File: src/rtl/multicycle_pkg.sv
// Shared types and encodings for the multi-cycle control sequencer.
package multicycle_pkg;

  localparam int unsigned WAIT_CNT_W = 8;

  typedef enum logic [3:0] {
    S_FETCH    = 4'd0,
    S_DECODE   = 4'd1,
    S_EXEC_R   = 4'd2,
    S_EXEC_I   = 4'd3,
    S_WB_ALU   = 4'd4,
    S_MEM_ADDR = 4'd5,
    S_MEM_RD   = 4'd6,
    S_WB_MEM   = 4'd7,
    S_MEM_WR   = 4'd8,
    S_BRANCH   = 4'd9,
    S_JUMP     = 4'd10,
    S_JAL      = 4'd11,
    S_ERROR    = 4'd12
  } state_t;

  localparam logic [2:0] OP_ADD  = 3'b000;
  localparam logic [2:0] OP_SLI  = 3'b001;
  localparam logic [2:0] OP_J    = 3'b010;
  localparam logic [2:0] OP_JAL  = 3'b011;
  localparam logic [2:0] OP_LW   = 3'b100;
  localparam logic [2:0] OP_SW   = 3'b101;
  localparam logic [2:0] OP_BEQ  = 3'b110;
  localparam logic [2:0] OP_ADDI = 3'b111;

  localparam logic [1:0] ALU_ADD  = 2'b00;
  localparam logic [1:0] ALU_SUB  = 2'b01;
  localparam logic [1:0] ALU_SLL  = 2'b10;
  localparam logic [1:0] ALU_ADDI = 2'b11;

  localparam logic [1:0] PC_ALU    = 2'b00;
  localparam logic [1:0] PC_ALUOUT = 2'b01;
  localparam logic [1:0] PC_JUMP   = 2'b10;

  localparam logic [1:0] DST_RT   = 2'b00;
  localparam logic [1:0] DST_RD   = 2'b01;
  localparam logic [1:0] DST_LINK = 2'b10;

  localparam logic [1:0] WB_ALUOUT = 2'b00;
  localparam logic [1:0] WB_MDR    = 2'b01;
  localparam logic [1:0] WB_PC     = 2'b10;

  localparam logic [1:0] SRCB_REG = 2'b00;
  localparam logic [1:0] SRCB_ONE = 2'b01;
  localparam logic [1:0] SRCB_IMM = 2'b10;

endpackage

File: src/rtl/multicycle_control_mem_wait_timer.sv
// Counts consecutive cycles spent waiting on memory; flags the cycle that would reach the limit.
module mem_wait_timer
  import multicycle_pkg::*;
#(
  parameter int unsigned WAIT_LIMIT = 16
) (
  input  logic clk,
  input  logic reset,
  input  logic clear_i,
  input  logic en_i,
  output logic timeout_c
);

  logic [WAIT_CNT_W-1:0] cnt_q, cnt_d;

  // Next count: clear wins over increment.
  always_comb begin
    cnt_d = cnt_q;
    if (clear_i) begin
      cnt_d = '0;
    end else if (en_i) begin
      cnt_d = cnt_q + WAIT_CNT_W'(1);
    end
  end

  // Counter register.
  always_ff @(posedge clk) begin
    if (reset) begin
      cnt_q <= '0;
    end else begin
      cnt_q <= cnt_d;
    end
  end

  // This waiting cycle brings the count up to the limit.
  assign timeout_c = en_i && (cnt_q == WAIT_CNT_W'(WAIT_LIMIT - 1));

endmodule

File: src/rtl/multicycle_control.sv
// Multi-cycle sequencer: shares one ALU and one memory port across instruction phases.
module multicycle_control
  import multicycle_pkg::*;
#(
  parameter int unsigned WAIT_LIMIT = 16
) (
  input  logic       clk,
  input  logic       reset,
  input  logic [2:0] opcode,
  input  logic       zero,
  input  logic       mem_ready,
  output logic       ir_write,
  output logic       pc_write,
  output logic [1:0] pc_src,
  output logic       i_or_d,
  output logic       mem_read,
  output logic       mem_write,
  output logic       reg_write,
  output logic [1:0] reg_dst,
  output logic [1:0] mem_to_reg,
  output logic       alu_src_a,
  output logic [1:0] alu_src_b,
  output logic [1:0] alu_op,
  output logic       sign_or_zero,
  output logic       instr_done,
  output logic       mem_err,
  output logic [3:0] state_o
);

  state_t state_q;
  logic   in_wait;
  logic   wait_en;
  logic   wait_clr;
  logic   timeout;

  // The counter runs only while a memory access is outstanding; leaving or skipping a wait state clears it.
  assign in_wait  = (state_q == S_FETCH) || (state_q == S_MEM_RD) || (state_q == S_MEM_WR);
  assign wait_en  = in_wait && !mem_ready;
  assign wait_clr = !in_wait || mem_ready;

  mem_wait_timer #(
    .WAIT_LIMIT(WAIT_LIMIT)
  ) u_wait_timer (
    .clk       (clk),
    .reset     (reset),
    .clear_i   (wait_clr),
    .en_i      (wait_en),
    .timeout_c (timeout)
  );

  // State sequencing; mem_ready on the limit cycle takes the normal path.
  always_ff @(posedge clk) begin
    if (reset) begin
      state_q <= S_FETCH;
    end else begin
      case (state_q)
        S_FETCH: begin
          if (mem_ready)    state_q <= S_DECODE;
          else if (timeout) state_q <= S_ERROR;
        end
        S_DECODE: begin
          case (opcode)
            OP_ADD:          state_q <= S_EXEC_R;
            OP_SLI, OP_ADDI: state_q <= S_EXEC_I;
            OP_LW, OP_SW:    state_q <= S_MEM_ADDR;
            OP_BEQ:          state_q <= S_BRANCH;
            OP_J:            state_q <= S_JUMP;
            OP_JAL:          state_q <= S_JAL;
            default:         state_q <= S_FETCH;
          endcase
        end
        S_EXEC_R, S_EXEC_I: state_q <= S_WB_ALU;
        S_MEM_ADDR:         state_q <= (opcode == OP_SW) ? S_MEM_WR : S_MEM_RD;
        S_MEM_RD: begin
          if (mem_ready)    state_q <= S_WB_MEM;
          else if (timeout) state_q <= S_ERROR;
        end
        S_MEM_WR: begin
          if (mem_ready)    state_q <= S_FETCH;
          else if (timeout) state_q <= S_ERROR;
        end
        S_WB_ALU, S_WB_MEM, S_BRANCH, S_JUMP, S_JAL: state_q <= S_FETCH;
        S_ERROR:  state_q <= S_ERROR;
        default:  state_q <= S_FETCH;
      endcase
    end
  end

  // Moore strobe decode, forced to idle values while reset is held.
  always_comb begin
    ir_write     = 1'b0;
    pc_write     = 1'b0;
    pc_src       = PC_ALU;
    i_or_d       = 1'b0;
    mem_read     = 1'b0;
    mem_write    = 1'b0;
    reg_write    = 1'b0;
    reg_dst      = DST_RT;
    mem_to_reg   = WB_ALUOUT;
    alu_src_a    = 1'b0;
    alu_src_b    = SRCB_REG;
    alu_op       = ALU_ADD;
    sign_or_zero = 1'b1;
    instr_done   = 1'b0;
    mem_err      = 1'b0;
    if (!reset) begin
      case (state_q)
        S_FETCH: begin
          mem_read  = 1'b1;
          alu_src_b = SRCB_ONE;
          ir_write  = mem_ready;
          pc_write  = mem_ready;
        end
        S_DECODE: alu_src_b = SRCB_IMM;
        S_EXEC_R: alu_src_a = 1'b1;
        S_EXEC_I: begin
          alu_src_a = 1'b1;
          alu_src_b = SRCB_IMM;
          if (opcode == OP_SLI) begin
            alu_op       = ALU_SLL;
            sign_or_zero = 1'b0;
          end else begin
            alu_op = ALU_ADDI;
          end
        end
        S_WB_ALU: begin
          reg_write  = 1'b1;
          reg_dst    = (opcode == OP_ADD) ? DST_RD : DST_RT;
          instr_done = 1'b1;
        end
        S_MEM_ADDR: begin
          alu_src_a = 1'b1;
          alu_src_b = SRCB_IMM;
          alu_op    = ALU_ADDI;
        end
        S_MEM_RD: begin
          mem_read = 1'b1;
          i_or_d   = 1'b1;
        end
        S_WB_MEM: begin
          reg_write  = 1'b1;
          mem_to_reg = WB_MDR;
          instr_done = 1'b1;
        end
        S_MEM_WR: begin
          mem_write  = 1'b1;
          i_or_d     = 1'b1;
          instr_done = mem_ready;
        end
        S_BRANCH: begin
          alu_src_a  = 1'b1;
          alu_op     = ALU_SUB;
          pc_src     = PC_ALUOUT;
          pc_write   = zero;
          instr_done = 1'b1;
        end
        S_JUMP: begin
          pc_src     = PC_JUMP;
          pc_write   = 1'b1;
          instr_done = 1'b1;
        end
        S_JAL: begin
          pc_src     = PC_JUMP;
          pc_write   = 1'b1;
          reg_write  = 1'b1;
          reg_dst    = DST_LINK;
          mem_to_reg = WB_PC;
          instr_done = 1'b1;
        end
        S_ERROR: mem_err = 1'b1;
        default: ;
      endcase
    end
  end

  assign state_o = state_q;

endmodule

File: config.mk
export PLATFORM = sky130hd
export DESIGN_NAME = multicycle_control
export DESIGN_NICKNAME = d
export VERILOG_FILES = /design/src/rtl/multicycle_pkg.sv /design/src/rtl/multicycle_control_mem_wait_timer.sv /design/src/rtl/multicycle_control.sv
export SDC_FILE = /design/constraint.sdc
export NUM_CORES = 1
export LEC_CHECK = 0
export BUFFER_PORTS_ARGS = -buffer_cell sky130_fd_sc_hd__buf_2
export CORE_MARGIN = 2
export CORE_UTILIZATION = 49
export CTS_BUF_LIST = sky130_fd_sc_hd__clkbuf_16
export DETAILED_ROUTE_END_ITERATION = 10
export PLACE_DENSITY_LB_ADDON = 0.12
export SLEW_MARGIN = 20
export SYNTH_ARGS = -nofsm -noshare
export SYNTH_HDL_FRONTEND = slang
export SYNTH_SLANG_ARGS = --single-unit
File: constraint.sdc
create_clock -name clk -period 1.6 [get_ports clk]
set_input_delay 0.32 -clock clk [delete_from_list [all_inputs] [get_ports clk]]
set_output_delay 0.32 -clock clk [all_outputs]
set_load 0.02 [all_outputs]
==> impl_metrics.ini, run 1 <==
[sta]
worst_endpoint_kind = output port
grt-worst-endpoint = instr_done

[logic_synthesis]
synth_top_family_by_area = simple AND/OR/NAND/NOR gates
synth_fa_ha_area_share_pct = 1.35
synth-seq-cells = 12
synth_area_um2 = 926
syn_nets = 138
synth_xor_area_share_pct = 6.62
synthMostInstantiatedCell = nor2_1
synth_ff_type = dfxtp_1
synthSimpleGateAreaFrac_pct = 36.5
async_reset_ff_share_pct = 0
synth_cell_types = 41
avgSynthCellArea_um2 = 7.12
synth_edf_count = 0
synth_mux_area_share_pct = 0
ys_top_cells_by_area = dfxtp_1, nor2_1, nand2_1
synth_compound_area_share_pct = 21.4
ys_top_cells_by_count = nor2_1, nand2_1, dfxtp_1
synth.largest_area_cell = dfxtp_1
yosysWarningCount = 0
ys_seq_area_share_pct = 25.9
synth_top_area_share_pct = 25.9
syn_inst = 130

[cts]
clk_path_buf_depth = 2
numCtsBuffers = 3
clockRootBuffer = clkbuf_16
cts_htree_levels = 1
cts_sinks = 12

[outcome]
toolErrorMsg = [ERROR DPL-0038] Utilization greater than 100%, impossible to legalize
haltStage = global routing (5_1_grt)
status = did not finish

[floorplan]
dieWidth_um = 47.5
num_rows = 15
die_y_um = 47.5
pin_count = 31
start_util_pct = 53.0

[placed_design]
globalplace.congestion = 0.897
dp_hpwl_um = 2140
port_buffers = 30

[global_routing]
grt_start_max_net_pins = 13
==> cells by family after synthesis <==
kind of cell / Yosys count
xor+xnor: 7
flops: 12
compound gates: 28
buf+inv: 15
fa+ha+maj: 1
simple gates: 67
==> per-stage QoR <==
stage / instance area, um^2 / worst slack (ns) / TNS [ns] / cells / hold slack, ns
after floorplan: 1080 / -0.0492 / -0.142 / 130 / 0.418
after global placement: 1350 / -0.0810 / -0.0810 / 196 / 0.431
after detailed placement: 1350 / -0.118 / -0.118 / 196 / 0.444
after CTS: 1600 / -0.155 / -0.958 / 210 / 0.467
==> repair_timing <==
item                                   4_1_cts
setup endpoints to repair                   17
endpoints found under the hold margin        0
gates resized for setup                     29
setup buffers                               11
pin swaps                                    5
hold buffers                                 0
==> run 2: changes to the inputs <==
CORE_AREA = 2 2 63 65   (was default)
CORE_MARGIN = default   (was 2)
CORE_UTILIZATION = default   (was 49)
CTS_BUF_LIST = default   (was sky130_fd_sc_hd__clkbuf_16)
DIE_AREA = 0 0 65 67   (was default)
PLACE_DENSITY_LB_ADDON = 0.15   (was 0.12)
==> impl_metrics.ini, run 2 <==
[setup_path]
cp.required_ns = 1.28
r2r_slack_ns = -0.02
worst-path-max-fanout = 7
cp.arrival_ns = 1.45
critPathCaptureType = output port
startpoint_type = register
critPathKind = reg2out
critPathLaunch = state_o[2]
cp-endpoint = sign_or_zero
r2r-start = state_o[3]
r2r_end = state_o[1]
rr_worst_depth = 6

[logic_synthesis]
syn_inst = 130
synth_top_area_share_pct = 25.9
ys_top_cells_by_count = nor2_1, nand2_1, dfxtp_1
synth-seq-cells = 12
synth_edf_count = 0
synth_cell_types = 41
synth.largest_area_cell = dfxtp_1
ys_top_cells_by_area = dfxtp_1, nor2_1, nand2_1
syn_nets = 138
async_reset_ff_share_pct = 0
avgSynthCellArea_um2 = 7.12
yosysWarningCount = 0
ys_seq_area_share_pct = 25.9
synth_ff_type = dfxtp_1
synthMostInstantiatedCell = nor2_1
synth_area_um2 = 926

[global_routing]
grt_first_pass_wirelength_um = 5200
grt_usage_pct = 15.2
first_global_vias = 1123
antenna_found_initial = 0
grt.overflow.total = 0
grt_start_max_net_pins = 11

[sta]
rsz0062_at_grt = true
tightest_slew_ns = 0.365
relSlewSlack_pct = 75.5
layout_setup_ws_ns = -0.165
finalSetupViolCount = 17
fmax_mhz = 566
finalHoldViolCount = 0
min_period_ns = 1.77
slew_viol_final = 0
finalCritPeriodShare_pct = 110
hold_ws_ns = 0.443
fin_skew_ns = 0.000936

[routing]
wl_per_cell_um = 13.5
avgViaCountPerCell = 4.87
num_vias = 1213
dr.pass1.iters = 4
drt_iter0_markers = 45
routed_wl_um = 3360
drc = 0
ant_nets = 0

[flow_run]
max_cap_viol_count = 0

[final_layout]
final_area_um2 = 1890
nets = 210
stdcell_count = 249
layout-drive-gt1-share_pct = 61.7
layout_common_cells = buf_4, buf_6, nor2_1
layout_commonest_cell = buf_4
largest_reg_flops = 8
diodes = 0
syn_to_final_growth_pct = 104
top_register = u_wait_timer.cnt_q

[floorplan]
pin_count = 31
die_y_um = 67
core_um2 = 3610
dieArea_um2 = 4360
num_rows = 22
dieWidth_um = 65
start_util_pct = 25.7

[hold_path]
whs_path_depth = 1
hold_path.class = reg2reg
min_from = u_wait_timer.cnt_q[0]

[power_and_ir_drop]
ir_worst_vdd_uv = 730
total_power_mw = 2.52
leakage_nw = 0.808
p_per_area_nw_per_um2 = 1340

[cts]
clk_path_buf_depth = 2
cts_htree_levels = 1
cts_tree = yes
postCtsHoldBufs = 0
numCtsBuffers = 3
clk_pin_slew_worst_paths_ns = 0.05
insertion_delay_ns = 0.24
clockRootBuffer = clkbuf_8
cts_sinks = 12

[placed_design]
port_buffers = 30
dp_hpwl_um = 2300
dp_cells = 224
dpl-instance-area_um2 = 1400
globalplace.congestion = 0.777

[outcome]
violations = setup timing
status = complete, but fails checks
run 2: cell counts after synthesis:
No cell type changed its count.
run 2: layout make-up:
class,instances,area [um^2]
fillers,331,1720
multi-input cells,103,863
repair buffers,77,634
flip-flops and latches,12,255
well taps,48,60.1
clock buffers,4,55.1
inverters,5,18.8
run 2: worst min path at each step:
stage | slack (ns) | to
final | 0.44 | u_wait_timer.cnt_q[0]
after global routing | 0.46 | u_wait_timer.cnt_q[0]
after CTS | 0.45 | u_wait_timer.cnt_q[0]
after detailed placement | 0.43 | u_wait_timer.cnt_q[0]
after global placement | 0.43 | u_wait_timer.cnt_q[0]
after floorplan | 0.42 | u_wait_timer.cnt_q[0]
run 2: what timing repair did:
item	4_1_cts	5_1_grt
setup endpoints to repair	17	21
pin swaps	8	5
buffers inserted	9	12
resized for setup	46	26
run 2: kinds of logic after synthesis:
family                     after synthesis  share of synthesized area (%)
and+or+nand+nor                         67                           36.5
AOI/OAI and AO/OA                       28                           21.4
buffers and inverters                   15                           8.24
DFF                                     12                           25.9
xor gates and xnor gates                 7                           6.62
adders and majority gates                1                           1.35
run 2: per-stage QoR:
| stage | setup TNS (ns) | setup slack, ns | utilization [%] |
|---|---|---|---|
| 2_1_floorplan | -0.142 | -0.0492 | - |
| 3_3_place_gp | -0.0233 | -0.0233 | 38.9 |
| 3_5_place_dp | -0.0729 | -0.0729 | 38.9 |
| 4_1_cts | -0.926 | -0.172 | 47.3 |
| 5_1_grt | -2.47 | -0.212 | 52.3 |
| 6_report | -1.29 | -0.165 | 52.3 |
run 2: worst max-delay path, stage by stage (launching register included):
cell and delay [ns]:
dfxtp_4 0.37, nor2_4 0.12, nand2_2 0.06, or4b_4 0.51
buf_6 0.14
run 2: report_power, final:
group,switching [mW],internal [mW]
Clock,0.112,0.217
Sequential,0.0983,0.359
Combinational,0.873,0.859
run 2: routing by layer:
| layer | track usage [%] | part of all wire (%) |
|---|---|---|
| met1 | 20.6 | 46 |
| met2 | 25.8 | 51 |
| met3 | 1.52 | 2.0 |
| met4 | 3.99 | 0.42 |
| met5 | 0 | 0 |
(Power assumes the default switching activity.)
==> run 3: changes to the inputs <==
CELL_PAD_IN_SITES_DETAIL_PLACEMENT = 1   (was default)
CELL_PAD_IN_SITES_GLOBAL_PLACEMENT = 2   (was default)
==> impl_metrics.ini, run 3 (same netlist as run 2, synthesis figures left out) <==
[final_layout]
final_area_um2 = 1860
stdcell_count = 246
layout_commonest_cell = buf_4
syn_to_final_growth_pct = 101
layout_common_cells = buf_4, buf_6, buf_2
largest_reg_flops = 8
diodes = 0
top_register = u_wait_timer.cnt_q
fin_util_pct = 51.5
layout-drive-gt1-share_pct = 60.6
nets = 207
nFillCells = 418

[sta]
min_period_ns = 1.79
fin_skew_ns = 0.00159
rsz0062_at_grt = true
layout_setup_ws_ns = -0.193
slew_viol_final = 0
fmax_mhz = 558
relSlewSlack_pct = 78.3
finalCritPeriodShare_pct = 112
finalSetupViolCount = 15
finalHoldViolCount = 0
setup_tns_ns = -1.27
hold_ws_ns = 0.459
tightest_slew_ns = 0.326

[placed_design]
dpl-instance-area_um2 = 1440
dp_cells = 226
dp_hpwl_um = 2650
port_buffers = 30
post-place-ws_ns = -0.167
globalplace.congestion = 0.759

[cts]
clockRootBuffer = clkbuf_8
numCtsBuffers = 3
cts_htree_levels = 1
clk_path_buf_depth = 2
cts_tree = yes
cts_sinks = 12
clk_pin_slew_worst_paths_ns = 0.05
insertion_delay_ns = 0.24
postCtsHoldBufs = 0

[setup_path]
critPathLaunch = state_o[1]
critPathKind = reg2out
critPathCaptureType = output port
cp.required_ns = 1.28
r2r_end = state_o[1]
worst-path-max-fanout = 5
rr_worst_depth = 6
startpoint_type = register
r2r_slack_ns = -0.01
cp.arrival_ns = 1.47
r2r-start = state_o[3]

[routing]
avgViaCountPerCell = 4.96
ant_nets = 0
drt_iter0_markers = 32
num_vias = 1221
dr.pass1.iters = 4
wl_per_cell_um = 15.3
drc = 0
routed_wl_um = 3770

[floorplan]
pin_count = 31
dieArea_um2 = 4360
core_um2 = 3610
num_rows = 22
die_y_um = 67
start_util_pct = 25.7
dieWidth_um = 65

[global_routing]
grt_start_max_net_pins = 13
antenna_found_initial = 0
grt.overflow.total = 0
first_global_vias = 1175
grt_usage_pct = 16.7
grt_first_pass_wirelength_um = 5570

[hold_path]
hold_path.class = reg2reg
whs_path_depth = 1
min_to = u_wait_timer.cnt_q[0]
min_from = u_wait_timer.cnt_q[0]

[power_and_ir_drop]
p_per_area_nw_per_um2 = 1350
total_power_mw = 2.51
ir_worst_vdd_uv = 802
leakage_nw = 0.793

[outcome]
status = complete, but fails checks
violations = setup timing

[flow_run]
max_cap_viol_count = 0
run 3: critical path, stage by stage (launching register included):
cell and delay [ns]:
dfxtp_4 0.37, buf_4 0.14, nand2_2 0.06, or4b_4 0.51, buf_6 0.15
run 3: layer usage:
metal	GRT usage (%)	part of all wire, %
met3	1.52	2.8
met4	4.79	1.0
met5	0	0
met2	32.2	52
met1	19.4	44
run 3: power breakdown:
part	switching (mW)	total, mW	leakage [nW]	internal (mW)
combinational	0.895	1.73	0.664	0.839
sequential	0.0853	0.444	0.100	0.359
clock	0.116	0.334	0.0288	0.218
run 3: layout make-up:
| cell class | count | area [um^2] | share of cell area, % |
|---|---|---|---|
| Multi-Input combinational cell | 103 | 863 | 46.5 |
| Clock buffer | 4 | 55.1 | 2.96 |
| Timing Repair Buffer | 74 | 604 | 32.5 |
| Tap cell | 48 | 60.1 | 3.23 |
| Sequential cell | 12 | 255 | 13.7 |
| Inverter | 5 | 18.8 | 1.01 |
run 3: worst max-delay path by stage:
stage                        end  slack, ns
finish              sign_or_zero      -0.19
CTS                 sign_or_zero      -0.18
global placement    sign_or_zero      -0.12
global route        sign_or_zero      -0.22
detailed placement  sign_or_zero      -0.17
floorplan           alu_src_b[1]      -0.05
run 3: repair_timing:
item	4_1_cts	5_1_grt
pin swaps	4	8
endpoints found under the setup margin	18	19
buffers inserted	6	10
resized for setup	24	38
==> run 4: changes to the inputs <==
BUFFER_PORTS_ARGS = default   (was -buffer_cell sky130_fd_sc_hd__buf_2)
DONT_BUFFER_PORTS = 1   (was default)
MAX_ROUTING_LAYER = met4   (was default)
==> impl_metrics.ini, run 4 (same netlist as run 2, synthesis figures left out) <==
[final_layout]
syn_to_final_growth_pct = 84.9
largest_reg_flops = 8
final_area_um2 = 1710
ff_latch_area_um2 = 255
stdcell_count = 220
layout-drive-gt1-share_pct = 57.0
multi_input_area_um2 = 891
diodes = 0
layout_commonest_cell = buf_4
fin_util_pct = 47.5
top_register = u_wait_timer.cnt_q
nets = 181
layout_common_cells = buf_4, nor2_1, nand2_1, buf_6, dfxtp_1
nFillCells = 420

[cts]
insertion_delay_ns = 0.25
cts_tree = yes
clk_pin_slew_worst_paths_ns = 0.05
numCtsBuffers = 3
cts_htree_levels = 1
cts_sinks = 12
clockRootBuffer = clkbuf_8
clk_path_buf_depth = 2

[power_and_ir_drop]
comb_power_share_pct = 66.6
leakage_nw = 0.666
p_int_mw = 1.37
power_frac_clock_pct = 13.7
p_switching_mw = 1.09
p_per_area_nw_per_um2 = 1440
power_switching_share_pct = 44.2
seqPwrFrac_pct = 19.7
ir_worst_vdd_uv = 625
total_power_mw = 2.46

[hold_path]
min_to = state_o[0]
hold_path.class = in2reg
whs_path_depth = 2
min_from = mem_ready

[global_routing]
grt_first_pass_wirelength_um = 5780
grt.overflow.total = 0
antenna_found_initial = 0
grt_start_max_net_pins = 11
grt_usage_pct = 17.9
first_global_vias = 1179

[floorplan]
start_util_pct = 25.7
dieWidth_um = 65
core_um2 = 3610
dieArea_um2 = 4360
num_rows = 22
die_y_um = 67
pin_count = 31

[setup_path]
critPathCaptureType = output port
r2r_slack_ns = -0.08
cp.arrival_ns = 1.41
cp.required_ns = 1.28
cpMaxStageDelayCell = dfxtp_4
rr_worst_depth = 6
worstPathCellList = buf_6, nor2_4, nand2_8, nor3_4, buf_12
r2r-start = state_o[3]
critPathKind = reg2out
startpoint_type = register
r2r_end = state_o[1]
critPathMaxStageDelay_ns = 0.39
worst-path-max-fanout = 7

[outcome]
status = complete, but fails checks
violations = setup timing

[sta]
finalHoldViolCount = 0
slew_viol_final = 0
relSlewSlack_pct = 75.8
finalCritPeriodShare_pct = 108
layout_setup_ws_ns = -0.128
fmax_mhz = 579
finalSetupViolCount = 14
tightest_slew_ns = 0.362
min_period_ns = 1.73
fin_skew_ns = 0.00218
rsz0062_at_grt = true

[routing]
drc = 0
wl_per_cell_um = 15.9
drt_iter0_markers = 21
dr.pass1.iters = 4
num_vias = 1097
ant_nets = 0
avgViaCountPerCell = 4.99
routed_wl_um = 3490

[placed_design]
globalplace.congestion = 0.748
dp_cells = 201
dp_hpwl_um = 2500
port_buffers = 0
dpl-instance-area_um2 = 1330

[flow_run]
max_cap_viol_count = 0
run 4: cell count changes in the layout (fill, tap and decap cells not counted), moves of 2 or more:
cell,change
buf_4,-9
buf_2,-13
buf_6,-5
a21oi_2,-2
nand3_1,-2
nor2_4,+2
run 4: cell type report:
| class | instances | share of cell area, % |
|---|---|---|
| clock buffers | 4 | 3.22 |
| flip-flops and latches | 12 | 14.9 |
| repair buffers | 48 | 25.1 |
| multi-input cells | 103 | 52.0 |
| inverters | 5 | 1.17 |
| well taps | 48 | 3.51 |
run 4: worst max-delay path by stage:
stage,from,end,slack (ns),depth (start not counted)
final,state_o[2],mem_to_reg[1],-0.13,5
after global routing,state_o[3],instr_done,-0.18,5
after CTS,state_o[3],sign_or_zero,-0.13,3
after detailed placement,state_o[3],pc_write,0.02,5
after global placement,state_o[2],i_or_d,0.04,4
after floorplan,state_o[2],alu_src_b[1],-0.05,4
run 4: timing repair:
item,in CTS,in global routing
resized for setup,24,25
hold buffers,0,0
setup endpoints to repair,19,22
setup buffers,13,3
hold endpoints to repair,0,0
pin swaps,5,8
run 4: power groups by stage:
stage          clock, mW  combinational (mW)  sequential (mW)
5_1_grt            0.359                1.77            0.494
2_1_floorplan          0               0.821            0.422
3_3_place_gp           0                1.19            0.470
6_report           0.337                1.64            0.484
3_5_place_dp           0                1.19            0.478
4_1_cts            0.340                1.50            0.473
run 4: per-layer routing:
layer / global-route usage [%] / up-vias / share of wire (%)
met5: - / - / 0
met4: 6.38 / 0 / 1.1
met3: 2.87 / 4 / 3.9
met2: 30.5 / 27 / 50
met1: 21.3 / 522 / 45
li1: - / 544 / -
run 4: critical path: cells and delay by family, from the launching register on:
| family | cells | cell delay (ns) |
|---|---|---|
| buf+inv | 2 | 0.30 |
| flops | 1 | 0.39 |
| simple gates | 3 | 0.47 |
run 4: stage by stage:
step	hold WS, ns	TNS (ns)	worst slack [ns]
global route	0.260	-2.02	-0.176
floorplan	0.418	-0.142	-0.0492
global placement	0.431	0	0.0390
finish	0.237	-1.09	-0.128
detailed placement	0.442	0	0.0199
CTS	0.236	-0.648	-0.126
